## config.mk

```make
export PLATFORM = sky130hd
export DESIGN_NAME = proc_phase_sequencer
export DESIGN_NICKNAME = d
export VERILOG_FILES = /design/src/rtl/reaper_pkg.sv /design/src/rtl/phase_prescaler.sv /design/src/rtl/proc_phase_sequencer.sv
export SDC_FILE = /design/constraint.sdc
export NUM_CORES = 1
export LEC_CHECK = 0
export ABC_CLOCK_PERIOD_IN_PS = 4000
export BUFFER_PORTS_ARGS = -buffer_cell sky130_fd_sc_hd__buf_2
export CAP_MARGIN = 30
export CORE_MARGIN = 3
export CORE_UTILIZATION = 40
export CTS_CLUSTER_SIZE = 20
export DETAILED_ROUTE_END_ITERATION = 10
export MAX_ROUTING_LAYER = met4
export SETUP_SLACK_MARGIN = 0.05
export SLEW_MARGIN = 5
export SYNTH_ARGS = -nofsm -noshare
export SYNTH_HDL_FRONTEND = slang
export SYNTH_SLANG_ARGS = --single-unit
```

## constraint.sdc

```tcl
create_clock -name Fast_Clock -period 4 [get_ports Fast_Clock]
set_input_delay 0.2 -clock Fast_Clock [delete_from_list [all_inputs] [get_ports Fast_Clock]]
set_output_delay 0.2 -clock Fast_Clock [all_outputs]
set_load 0.01 [all_outputs]
```

## src/rtl/reaper_pkg.sv

```systemverilog
// Shared encodings for the Reaper phase sequencer: phase states and IO direction.
package reaper_pkg;
   typedef enum logic [2:0] {
      PH_IDLE    = 3'd0,
      PH_FETCH   = 3'd1,
      PH_DECODE  = 3'd2,
      PH_EXEC    = 3'd3,
      PH_MEM     = 3'd4,
      PH_WB      = 3'd5,
      PH_IO_WAIT = 3'd6,
      PH_HALT    = 3'd7
   } phase_e;

   localparam logic IO_SEL_IN  = 1'b0;
   localparam logic IO_SEL_OUT = 1'b1;
endpackage

```

## src/rtl/phase_prescaler.sv

```systemverilog
// Phase tick generator: counts 0..PRESCALE-1 and flags the last count; clr restarts the count.
module phase_prescaler #(
   parameter int PRESCALE = 16
) (
   input  logic gclk,
   input  logic rst,
   input  logic clr,
   output logic tick
);
   localparam int PW = (PRESCALE > 1) ? $clog2(PRESCALE) : 1;
   localparam logic [PW-1:0] LAST = PW'(PRESCALE - 1);

   logic [PW-1:0] cnt_q, cnt_d;

   always_comb begin
      cnt_d = cnt_q + PW'(1);
      if (clr || cnt_q == LAST) cnt_d = '0;
   end

   always_ff @(posedge gclk or posedge rst) begin
      if (rst) cnt_q <= '0;
      else     cnt_q <= cnt_d;
   end

   assign tick = (cnt_q == LAST);
endmodule

```

## src/rtl/proc_phase_sequencer.sv

```systemverilog
// Multi-phase instruction sequencer: walks FETCH..WB, stalls on IO input, parks on Halt,
// and emits one-cycle commit strobes on the tick that leaves each phase.
module proc_phase_sequencer
   import reaper_pkg::*;
#(
   parameter int PRESCALE = 16,
   parameter int MEM_WAIT = 2,
   parameter int CNT_W    = 32
) (
   input  logic             Fast_Clock,
   input  logic             Reset,
   input  logic             Run_Mode,
   input  logic             Step_Req,
   input  logic             Halt,
   input  logic             IO_Enable,
   input  logic             IO_Selection,
   input  logic             Confirm,
   output logic             Fetch_En,
   output logic             Exec_En,
   output logic             Mem_En,
   output logic             WB_En,
   output logic             PC_En,
   output logic [2:0]       Phase,
   output logic             Waiting_IO,
   output logic             Halted,
   output logic [CNT_W-1:0] Retired
);
   localparam int MW_W = (MEM_WAIT > 1) ? $clog2(MEM_WAIT) : 1;
   localparam logic [MW_W-1:0] MEM_LAST = MW_W'(MEM_WAIT - 1);

   phase_e           state_q, state_d;
   logic [MW_W-1:0]  mem_cnt_q, mem_cnt_d;
   logic [CNT_W-1:0] retired_q, retired_d;
   logic             step_q, confirm_q;
   logic             tick, step_rise, confirm_rise, io_input, mem_last;

   assign step_rise    = Step_Req & ~step_q;
   assign confirm_rise = Confirm & ~confirm_q;
   assign io_input     = IO_Enable && (IO_Selection == IO_SEL_IN);
   assign mem_last     = tick && (mem_cnt_q == MEM_LAST);

   // Every state change restarts the phase timer so each phase gets a full PRESCALE window.
   phase_prescaler #(.PRESCALE(PRESCALE)) u_presc (
      .gclk (Fast_Clock),
      .rst  (Reset),
      .clr  (state_d != state_q),
      .tick (tick)
   );

   always_ff @(posedge Fast_Clock or posedge Reset) begin
      if (Reset) begin
         state_q   <= PH_IDLE;
         mem_cnt_q <= '0;
         retired_q <= '0;
         step_q    <= 1'b0;
         confirm_q <= 1'b0;
      end else begin
         state_q   <= state_d;
         mem_cnt_q <= mem_cnt_d;
         retired_q <= retired_d;
         step_q    <= Step_Req;
         confirm_q <= Confirm;
      end
   end

   always_comb begin
      state_d = state_q;
      case (state_q)
         PH_IDLE:    if (Run_Mode || step_rise) state_d = PH_FETCH;
         PH_FETCH:   if (tick) state_d = PH_DECODE;
         PH_DECODE:  if (tick) state_d = Halt ? PH_HALT : PH_EXEC;
         PH_EXEC:    if (tick) state_d = io_input ? PH_IO_WAIT : PH_MEM;
         PH_IO_WAIT: if (confirm_rise) state_d = PH_MEM;
         PH_MEM:     if (mem_last) state_d = PH_WB;
         PH_WB:      if (tick) state_d = Run_Mode ? PH_FETCH : PH_IDLE;
         PH_HALT:    state_d = PH_HALT;
      endcase
   end

   always_comb begin
      mem_cnt_d = '0;
      if (state_q == PH_MEM) mem_cnt_d = (tick && !mem_last) ? mem_cnt_q + MW_W'(1) : mem_cnt_q;
      retired_d = retired_q;
      if (state_q == PH_WB && tick && retired_q != '1) retired_d = retired_q + CNT_W'(1);
   end

   always_comb begin
      Fetch_En   = (state_q == PH_FETCH) && tick;
      Exec_En    = (state_q == PH_EXEC) && tick;
      Mem_En     = (state_q == PH_MEM) && mem_last;
      WB_En      = (state_q == PH_WB) && tick;
      PC_En      = (state_q == PH_WB) && tick;
      Waiting_IO = (state_q == PH_IO_WAIT);
      Halted     = (state_q == PH_HALT);
      Phase      = state_q;
      Retired    = retired_q;
   end
endmodule

```

==> metrics <==
Worst EP required 4.18 ns; hpwl dp 3.27 mm; cell-by-cell listing of the critical path nand4_1 -> or4_1 -> o31ai_4 -> mux2_1; clk slew on worst S/H paths 0.08 ns; max incr delay on CP 0.75 ns; Routed WL 4.43 mm; cell taking the most area after synthesis dfrtp_1; headroom to the max-slew limit 0.409; via count of the first global-routing pass 1,619; die span in x 79.5 um; ratio of cells with drive above 1 in the final layout 0.260; register area 0.00105 mm^2; area of the mapped netlist 0.00216 mm^2; fraction of registers with async set/reset 1.00; Ports 50; largest net degree at the start of global routing 43; Post-DRT Antenna Nets 0; main flop type after synthesis dfrtp_1; Worst Path Arrival 2.63 ns; Max Slew Vio Count 0; Setup TNS Final 0 ns; area of the multi-input gates 0.00104 mm^2; CP max FO 20; gr usage total 0.159; clock skew 0.00521 ns; via count 1,706; maximum VDD drop 0.263 mV; Seq/Total Area, Yosys 0.486; critical path class flip-flop to flip-flop; post-CTS setup buffer count 0; fin nets 274; post-cts sizing count 0; Gate Count Post-Synth 214; Clock Tree Buf Depth 2; hold_buf cts 0; Rows 26; Fillers 497; via-per-instance ratio 5.09; Num CTS Buffers 5; #FFs+latches synth 42; Initial DRC Count 93; period utilisation layout 0.613; commonest cells in the netlist dfrtp_1, nand2_1, xor2_1; post-layout min period 2.45 ns; GP Congestion 0.829; first-pass GRT wire length 7.71 mm; max_cap viols 0; Pwr Total 0.964 mW; Core Area 0.00517 mm^2; count leader, synth dfrtp_1; iteration count of the initial detailed-routing pass 4; Power Dens Cells 379 mW/mm^2; die outline area 0.00632 mm^2; clock sink count 42; crit path launch type flip-flop; number of synthesized flops with an enable pin 0; worst-margin pin slew 0.886 ns; Synth top area share 0.486; maximum clock frequency 408 MHz; worst hold path class primary input to flip-flop; Synth area leaders dfrtp_1, xor2_1, nand2_1, xnor2_1, nand3_1; drt wl/cell 13.2 um; PortBufs 49; RSZ-0062 raised after global routing no; status completed; final global-route overflow total 0; syn avg cell area 10.1 um^2; DRC 0; layout overhead on the synthesized area 17.7%; synth unique cells 41; initial antenna violation count 0; CP Capture Type flip-flop; syn_nets 224; Lkg Pwr 1.30 nW; final setup fails 0; endpoints failing hold 0; Ant. Diodes 0; CTS tree built; CTS root buf clkbuf_8; Starting Density 0.418; Worst-Skew Late Latency 0.29 ns; Die Y 79.5 um; yosys warns 0; slowest CP cell o31ai_4; H-tree lvl count 2
[power by group]
group | internal [mW] | switching [mW] | leakage [nW]
registers | 0.462 | 0.0628 | 0.569
clock network | 0.139 | 0.139 | 0.0482
logic | 0.0773 | 0.0837 | 0.686
total | 0.679 | 0.285 | 1.30
[state kept, by name (all words and copies together) (netlist names)]
name	count
Phase	3
Retired	32
confirm_q	1
mem_cnt_q	1
step_q	1
u_presc.cnt_q	4
[worst max-delay path, delay by kind of cell (launching register included)]
kind	cells	cell delay, ns
AOI/OAI and AO/OA	1	0.75
DFF	1	0.44
and+or+nand+nor	2	0.77
muxes	1	0.38
[final timing paths]
check | startpoint | to | slack [ns] | cells after the start
setup / recovery | Retired[13]$_DFFE_PP0P_ | Retired[1]$_DFFE_PP0P_ | 1.55 | 4
hold / removal | Step_Req | step_q$_DFF_PP0_ | 0.03 | 1
setup reg to reg | Retired[13]$_DFFE_PP0P_ | Retired[1]$_DFFE_PP0P_ | 1.55 | 4
hold reg to reg | u_presc.cnt_q[0]$_DFF_PP0_ | u_presc.cnt_q[0]$_DFF_PP0_ | 0.49 | 1
max in group asynchronous | Reset | u_presc.cnt_q[2]$_DFF_PP0_ | 3.60 | 3
min in group asynchronous | Reset | u_presc.cnt_q[0]$_DFF_PP0_ | 0.04 | 3
[cells by family after synthesis]
kind of cell	after synthesis	synth area share
buf+inv	12	0.0313
fa+ha+maj	2	0.0116
mux	1	0.00521
simple gates	106	0.275
flops	42	0.486
xor+xnor	31	0.126
compound gates	20	0.0649
[metrics by stage]
step                utilization  instances  setup slack (ns)  instance area (um^2)  hold slack, ns
global placement          0.474        327              1.57                  2450           0.325
detailed placement        0.474        327              1.56                  2450           0.325
CTS                       0.492        335              1.53                  2540          0.0186
finish                    0.492        335              1.55                  2540          0.0280
global route              0.492        335              1.35                  2540          0.0182
floorplan                     -        214              2.00                  2160           0.231
[cells in the final DEF (no fill, tap or decap), types with 6 or more instances in the layout]
cell / n
clkbuf_8: 6
a21oi_1: 9
xor2_1: 22
nor3_1: 10
dfrtp_1: 42
nor2_1: 16
xnor2_1: 9
nand2_1: 24
nand3_1: 14
nor4_1: 6
buf_2: 49
nand4_1: 7
[layout make-up]
| cell class | count | area share |
|---|---|---|
| Inverter | 5 | 0.00738 |
| Clock inverter | 1 | 0.00197 |
| Clock buffer | 7 | 0.0339 |
| Sequential cell | 42 | 0.413 |
| Timing Repair Buffer | 50 | 0.0994 |
| Tap cell | 70 | 0.0344 |
| Multi-Input combinational cell | 160 | 0.410 |
[per-layer routing]
| metal | track usage | routed length [um] | up-vias |
|---|---|---|---|
| li1 | - | - | 846 |
| met1 | 0.203 | 1990 | 808 |
| met2 | 0.251 | 2170 | 47 |
| met3 | 0.0395 | 223 | 5 |
| met4 | 0.0464 | 51 | 0 |
| met5 | - | 0 | - |
Note: power is estimated with default switching activity, not from simulation.
